===== src/rtl/gry_bin_sync_if.sv =====
// Pointer-crossing bundle between the FIFO control logic and gry_bin_sync.
// master: drives gry_in/loc_bin, observes status; slave: the synchronizer.
interface gry_bin_sync_if #(
    parameter int P_NUM_BITS = 8
);
    logic [P_NUM_BITS-1:0] gry_in;
    logic [P_NUM_BITS-1:0] loc_bin;
    logic [P_NUM_BITS-1:0] gry_sync;
    logic [P_NUM_BITS-1:0] bin_out;
    logic [P_NUM_BITS-1:0] delta;
    logic [P_NUM_BITS-1:0] occ;
    logic                  upd;
    logic                  empty;
    logic                  full;
    logic                  gry_err;

    modport master (
        output gry_in, loc_bin,
        input  gry_sync, bin_out, delta, occ,
        input  upd, empty, full, gry_err
    );

    modport slave (
        input  gry_in, loc_bin,
        output gry_sync, bin_out, delta, occ,
        output upd, empty, full, gry_err
    );
endinterface


===== src/rtl/gry_bin_sync.sv =====
// Receive side of an async FIFO gray pointer crossing: sync, decode, occupancy.
// Ports: clk, rst_n (sync, active-low), bus (slave). Optional GRY_SYNC_CHK_EN.
module gry_bin_sync #(
    parameter int P_NUM_BITS    = 8,
    parameter int P_SYNC_STAGES = 2,
    parameter int P_LOCAL_WR    = 0
) (
    input  logic           clk,
    input  logic           rst_n,
    gry_bin_sync_if.slave  bus
);
    localparam int W = P_NUM_BITS;
    localparam int S = P_SYNC_STAGES;
    localparam logic [W-1:0] HALF = {1'b1, {(W-1){1'b0}}};

    logic [W-1:0] stg [S];
    logic [W-1:0] dec_bin;
    logic [W-1:0] bin_q;
    logic [W-1:0] delta_q;
    logic         upd_q;
    logic [W-1:0] occ_c;
    logic         err_q;

    function automatic logic [W-1:0] g2b(input logic [W-1:0] g);
        logic [W-1:0] b;
        b[W-1] = g[W-1];
        for (int i = W - 2; i >= 0; i--) begin
            b[i] = b[i+1] ^ g[i];
        end
        return b;
    endfunction

    // Plain flop chain: no logic between stages.
    always_ff @(posedge clk) begin
        if (!rst_n) begin
            for (int i = 0; i < S; i++) begin
                stg[i] <= '0;
            end
        end else begin
            stg[0] <= bus.gry_in;
            for (int i = 1; i < S; i++) begin
                stg[i] <= stg[i-1];
            end
        end
    end

    assign dec_bin = g2b(stg[S-1]);

    // delta only moves when the pointer does, so it keeps the last step.
    always_ff @(posedge clk) begin
        if (!rst_n) begin
            bin_q   <= '0;
            delta_q <= '0;
            upd_q   <= 1'b0;
        end else begin
            bin_q <= dec_bin;
            upd_q <= (dec_bin != bin_q);
            if (dec_bin != bin_q) begin
                delta_q <= dec_bin - bin_q;
            end
        end
    end

    // Modular subtraction absorbs pointer wrap on either side.
    always_comb begin
        occ_c = '0;
        if (P_LOCAL_WR != 0) begin
            occ_c = bus.loc_bin - bin_q;
        end else begin
            occ_c = bin_q - bus.loc_bin;
        end
    end

`ifdef GRY_SYNC_CHK_EN
    localparam int LIM = S + 1;

    logic [2:0] arm_cnt;
    logic       armed;
    logic [W-1:0] step;

    function automatic int unsigned popcnt(input logic [W-1:0] v);
        int unsigned n;
        n = 0;
        for (int i = 0; i < W; i++) begin
            n = n + {31'd0, v[i]};
        end
        return n;
    endfunction

    // Refill after reset legitimately jumps by many bits; ignore it.
    assign armed = (arm_cnt == 3'(LIM));
    assign step  = stg[S-2] ^ stg[S-1];

    always_ff @(posedge clk) begin
        if (!rst_n) begin
            arm_cnt <= '0;
            err_q   <= 1'b0;
        end else begin
            if (!armed) begin
                arm_cnt <= arm_cnt + 3'd1;
            end
            if (armed && (popcnt(step) > 1)) begin
                err_q <= 1'b1;
            end
        end
    end
`else
    assign err_q = 1'b0;
`endif

    assign bus.gry_sync = stg[S-1];
    assign bus.bin_out  = bin_q;
    assign bus.delta    = delta_q;
    assign bus.upd      = upd_q;
    assign bus.occ      = occ_c;
    assign bus.empty    = (occ_c == '0);
    assign bus.full     = (occ_c == HALF);
    assign bus.gry_err  = err_q;

endmodule


===== src/flat_wrapper.sv =====
// flat-port wrapper written by rule: the top's interface ports become plain ports
module gry_bin_sync_flat 
#(
    parameter int P_NUM_BITS    = 8,
    parameter int P_SYNC_STAGES = 2,
    parameter int P_LOCAL_WR    = 0
)
  (clk, rst_n, bus_gry_in, bus_loc_bin, bus_gry_sync, bus_bin_out, bus_delta, bus_occ, bus_upd, bus_empty, bus_full, bus_gry_err);
  gry_bin_sync_if #(.P_NUM_BITS(P_NUM_BITS)) bus_i ();
  input  logic clk;
  input  logic rst_n;
  input wire logic [$bits(bus_i.gry_in)-1:0] bus_gry_in;
  input wire logic [$bits(bus_i.loc_bin)-1:0] bus_loc_bin;
  output wire logic [$bits(bus_i.gry_sync)-1:0] bus_gry_sync;
  output wire logic [$bits(bus_i.bin_out)-1:0] bus_bin_out;
  output wire logic [$bits(bus_i.delta)-1:0] bus_delta;
  output wire logic [$bits(bus_i.occ)-1:0] bus_occ;
  output wire logic [$bits(bus_i.upd)-1:0] bus_upd;
  output wire logic [$bits(bus_i.empty)-1:0] bus_empty;
  output wire logic [$bits(bus_i.full)-1:0] bus_full;
  output wire logic [$bits(bus_i.gry_err)-1:0] bus_gry_err;
  assign bus_i.gry_in = bus_gry_in;
  assign bus_i.loc_bin = bus_loc_bin;
  assign bus_gry_sync = bus_i.gry_sync;
  assign bus_bin_out = bus_i.bin_out;
  assign bus_delta = bus_i.delta;
  assign bus_occ = bus_i.occ;
  assign bus_upd = bus_i.upd;
  assign bus_empty = bus_i.empty;
  assign bus_full = bus_i.full;
  assign bus_gry_err = bus_i.gry_err;
  gry_bin_sync #(.P_NUM_BITS(P_NUM_BITS), .P_SYNC_STAGES(P_SYNC_STAGES), .P_LOCAL_WR(P_LOCAL_WR)) u_core (.clk(clk), .rst_n(rst_n), .bus(bus_i));
endmodule

===== config.mk =====
export PLATFORM = sky130hd
export DESIGN_NAME = gry_bin_sync_flat
export DESIGN_NICKNAME = d
export VERILOG_FILES = /design/src/rtl/gry_bin_sync_if.sv /design/src/rtl/gry_bin_sync.sv /design/src/flat_wrapper.sv
export SDC_FILE = /design/constraint.sdc
export NUM_CORES = 1
export LEC_CHECK = 0
export CORE_MARGIN = 4
export CORE_UTILIZATION = 62
export CTS_CLUSTER_DIAMETER = 120
export DETAILED_ROUTE_END_ITERATION = 10
export DONT_BUFFER_PORTS = 1
export PLACE_DENSITY_LB_ADDON = 0.3
export SLEW_MARGIN = 20
export SYNTH_ARGS = -nofsm -noshare
export SYNTH_HDL_FRONTEND = slang
export SYNTH_SLANG_ARGS = --single-unit

===== constraint.sdc =====
create_clock -name clk -period 3.89 [get_ports clk]
set_clock_uncertainty 0.05 [all_clocks]
set_input_delay 0.778 -clock clk [delete_from_list [all_inputs] [get_ports clk]]
set_output_delay 0.778 -clock clk [all_outputs]
set_load 0.02 [all_outputs]

---- Yosys cells after proc, flatten, opt, wreduce, memory -nomap -nowiden ----
Memories as Yosys holds them, arrays and structs flattened.
Cells that the tools add are included.
operators by class
  $add $sub $neg .......................... 2
  equal/unequal tests ..................... 2
  muxes and demuxes ....................... 4
  bitwise logic cells ..................... 9
  reduce and logical (&&, ||, !) cells .... 1
operator list
  cell                  number
  $mux W8               2
  $sub A8 B8 Y8         2
  $eq A8 B8 Y1 const B  1
  $logic_not A8 Y1      1
  $ne A8 B8 Y1          1
  $xor A1 B1 Y1         7
  $mux W1               2
  $or A1 B1 Y1          2
storage, ports and cells
  register bits after elaboration ......... 17
  memory bits (writable) .................. 16
  output and inout bits ................... 36
  logic and storage cells ................. 22
  memories kept ........................... 1
memories
  memory      words  bits a word  rd ports  clocked after Yosys merged registers in  write ports  RTL line            source
  u_core.stg  2      8            2         0                                        2            gry_bin_sync.sv:16  logic [W-1:0] stg [S];

---- Longest topological paths before layout ----
An unclocked memory read counts as a cell.
  depth after elaboration ................. 9
  gate-level depth with buffers ........... 11
  gate-level depth less buffers ........... 11

---- Least setup slack after synthesis ----
OpenSTA, ideal clock, no wires.
  path type ............................... input-to-output
  from .................................... in bus_loc_bin[0]
  to ...................................... out bus_full
  arrival time ............................ 2.974 ns
  required time ........................... 3.062 ns
  slack ................................... 0.088 ns
  cell stages on the path ................. 7
  path buffers ............................ 0
  cell sequence ........................... ha_1 fa_1 nand2b_1 a21oi_1 mux2i_1 o2111ai_1 nor4bb_1
on the way
  longest elaborated chain between the ends .. 2
ends and longest elaborated chain
  item             RTL line             source
  start, declared  flat_wrapper.sv:13   input wire logic [$bits(bus_i.loc_bin)-1:0] bus_loc_bin;
  $sub A8 B8 Y8    gry_bin_sync.sv:70   occ_c = bin_q - bus.loc_bin;
  net bus_occ[6]   flat_wrapper.sv:17   output wire logic [$bits(bus_i.occ)-1:0] bus_occ;
  $eq A8 B8 Y1     gry_bin_sync.sv:117  assign bus.full = (occ_c == HALF);
  end, declared    flat_wrapper.sv:20   output wire logic [$bits(bus_i.full)-1:0] bus_full;
The timed path passes the listed nets, and every way through them passes these cells.

---- Worst setup path in the final report ----
  from .................................... reg u_core.bin_q[0] (netlist: u_core.bus.bin_out[0])
  to ...................................... out bus_full
on the way
  longest elaborated chain between the ends .. 2
ends and longest elaborated chain
  item                    RTL line             source
  start, declared         gry_bin_sync.sv:18   logic [W-1:0] bin_q;
  start signal, assigned  gry_bin_sync.sv:56   bin_q <= dec_bin;
  $sub A8 B8 Y8           gry_bin_sync.sv:70
  $eq A8 B8 Y1            gry_bin_sync.sv:117
Every way passes these cells.

==> impl_metrics.csv <==
group,metric,value,unit
synthesis,syn_nets,241,
global_route,grt_use_total,18.2,%
timing,timing.final.hold_violations,0,
worst_setup_path,r2r_end,"u_core.bus.delta[5]",
worst_setup_path,cp_num_cells,9,
cells_and_area,seq_area,661,µm²
clock_network,cts_tree,"done",
route,drt_iter0_drc,67,
worst_setup_path,slowest_delay,500,ps
worst_setup_path,path_max_fanout,3,
worst_setup_path,worst-setup-path-type,"flip-flop to output pin",
cells_and_area,stdcell_area,1990,µm²
timing,fmax,279,MHz
synthesis,netlist_area,1900,µm²
timing,finalCritPeriodShare,92.0,%
place,place.port_buffers,0,
timing,rsz0062_at_grt,"no",
worst_setup_path,worstSetupEndpointType,"output pin",
clock_network,cts_max_level,2,
global_route,antenna_found_initial,0,
cells_and_area,syn2layout_area_growth,5.08,%
power,p_sw_share,35.1,%
route,wirelength,3.45,mm
synthesis,synth-main-ff-cell,"dfxtp_1",
place,placed_area,1890,µm²
cells_and_area,antenna-diode-count,0,
power,pwr_density_cell,573,nW/µm²
timing,finalMaxSlewViolations,0,
power,irDropWorstVdd,469,µV
power,clkPwrFrac,27.4,%
cells_and_area,fin_nets,240,
die,ios,54,
route,ant_nets,0,
clock_network,post_cts_buffers,0,
cells_and_area,drive_gt1_share,10.6,%
timing,period_needed,3580,ps
die,die_area,4010,µm²
timing,setup_viol,0,
timing,fin_tns_setup,0,ps
synthesis,synthCells,207,
clock_network,numCtsBuffers,5,
synthesis,ys_seq_elements,33,
place,gp_congestion,0.863,
power,power.leakage,0.884,nW
worst_setup_path,r2r_start,"u_core.stg[0][14]",
synthesis,async_flop_share,0,%
global_route,grt_max_degree,34,
place,place_hpwl,2.65,mm
global_route,grt_pass1_wl,5.84,mm
synthesis,syn_avg_cell_area,9.16,µm²
status,status,"finished, final reports clean",
cells_and_area,final_common_cell,"dfxtp_1",
worst_setup_path,cp.required,3060,ps
timing,slew_headroom,59.3,%
cells_and_area,fill_cells,216,
run,drv_cap,0,
worst_setup_path,critPathArrivalTime,2750,ps
synthesis,seq_area_frac_synth,34.9,%
route,wl_per_cell,14.5,µm
clock_network,clock_path_buffers,2,
cells_and_area,multiInputGateArea,1070,µm²
route,vias,1337,
hold_path,hold_class,"flip-flop to flip-flop",
worst_setup_path,ff2ff_path_depth,10,
clock_network,clkSinkCount,33,
synthesis,synth_edf_count,0,
worst_setup_path,endpoint,"bus_full",
timing,worstMarginPinSlew,605,ps
power,intPower,741,µW
route,viasPerCell,5.62,
global_route,grt_overflow,0,
worst_setup_path,cp_slowest_cell,"dfxtp_1",
clock_network,clk_pin_slew,110,ps
power,combPwrFrac,32.1,%
clock_network,root_buffer,"clkbuf_4",
power,p_sw,400,µW
worst_setup_path,crit_start,"u_core.bus.bin_out[0]",
route,dr.pass1.iters,5,
die,die_h,63.3,µm
worst_setup_path,path_cells,"inv_1, ha_1, fa_1, nand2b_1, a21oi_1, mux2i_1, o2111ai_1, nor4bb_1, buf_4",
die,die_x,63.3,µm
route,remaining_drc_errors,0,
clock_network,worstSkewPairLatency,340,ps
power,seqPwrFrac,40.5,%
cells_and_area,layout_common_cells,"33 x dfxtp_1, 22 x inv_1, 22 x and2_1, 14 x ha_1, 10 x nor2b_1",
die,num_rows,19,
die,core,2830,µm²
worst_setup_path,startpoint_type,"flip-flop",
clock_network,cts-resized-gates,0,
worst_setup_path,cp_top_family,"adder cells",
synthesis,ys_warn_count,0,
global_route,first_global_vias,1326,
die,start_util,67.0,%
synthesis,synth_cell_types,42,
worst_setup_path,rrSetupSlack,440,ps
clock_network,ctsHoldBuffers,0,
worst_setup_path,critPathBufInv,2,
## kinds of logic after synthesis
| family | after synthesis | share of synthesized area [%] |
|---|---|---|
| AO/OA/AOI/OAI | 40 | 14.3 |
| XOR/XNOR | 14 | 9.51 |
| adder cells (fa/ha/maj) | 16 | 11.4 |
| buffers and inverters | 35 | 8.71 |
| flip-flops | 33 | 34.9 |
| multiplexers | 1 | 0.528 |
| other | 1 | 0.198 |
| AND/OR/NAND/NOR | 67 | 20.6 |
## cell type report
cell class	count	share of cell area, %
clock buffer	5	1.88
clock inverter	3	3.27
tap	31	1.95
multi-input combinational	139	53.7
sequential	33	33.2
inverter	22	4.15
timing repair buffer	5	1.88
## state kept, by name, summed over array words and instances (netlist names)
name                flops
u_core.stg             16
u_core.bus.bin_out      8
u_core.bus.delta        8
u_core.bus.upd          1
## worst min path at each step
stage                      from  slack, ps  depth (start not counted)                 to
2_1_floorplan  u_core.stg[0][2]        360                          1  u_core.stg[0][10]
3_3_place_gp   u_core.stg[0][0]        370                          1   u_core.stg[0][8]
3_5_place_dp   u_core.stg[0][0]        370                          1   u_core.stg[0][8]
4_1_cts        u_core.stg[0][4]        390                          1  u_core.stg[0][12]
5_1_grt        u_core.stg[0][4]        400                          1  u_core.stg[0][12]
6_report       u_core.stg[0][6]        390                          1  u_core.stg[0][14]
## routing by layer
metal	wire length (µm)	share of wire [%]	up-vias	global-route usage [%]
met5	0	0	-	0
met4	80	2.3	0	8.89
met3	330	9.6	10	6.57
met2	1640	48	54	30.6
met1	1400	40	594	20.3
li1	-	-	679	-
## worst register-to-register path, stage by stage, from the launching register on
cell	delay, ps
dfxtp_1	510
xor3_2	450
xnor3_2	460
xor2_4	200
xnor2_2	170
ha_1	310
nand4_1	100
nor3_1	540
nor2b_1	110
a32o_1	280
o21a_1	160
## stage by stage
stage	setup slack, ps	hold WS [ps]	total power [mW]	utilization (%)	instances
3_5_place_dp	466	368	0.831	66.8	230
6_report	311	386	1.14	70.4	238
4_1_cts	268	393	1.15	70.4	238
2_1_floorplan	87.5	362	0.771	-	207
5_1_grt	48.9	404	1.22	70.4	238
3_3_place_gp	523	365	0.818	66.8	230
## cells in the mapped netlist, drive strengths merged, types with 3 or more instances
library cell	count	area share [%]
clkbuf	4	0.79
and2	26	8.8
nor3	3	0.79
o31a	3	1.4
nand2	7	1.4
xnor2	8	4.1
nor2b	10	3.3
xor2	4	2.8
nor2	7	1.4
nand2b	4	1.3
ha	14	9.2
o21ai	9	2.4
dfxtp	33	35
a21oi	9	2.4
inv	22	4.4
buf	9	3.6
o21a	6	2.4
## power groups by stage
stage          logic [mW]  clock network [mW]  registers [mW]
5_1_grt             0.409               0.338           0.468
6_report            0.366               0.312           0.462
4_1_cts             0.365               0.322           0.464
3_3_place_gp        0.348                   0           0.470
3_5_place_dp        0.359                   0           0.472
2_1_floorplan       0.315                   0           0.456
No activity file was read; power rests on OpenSTA's default activity.
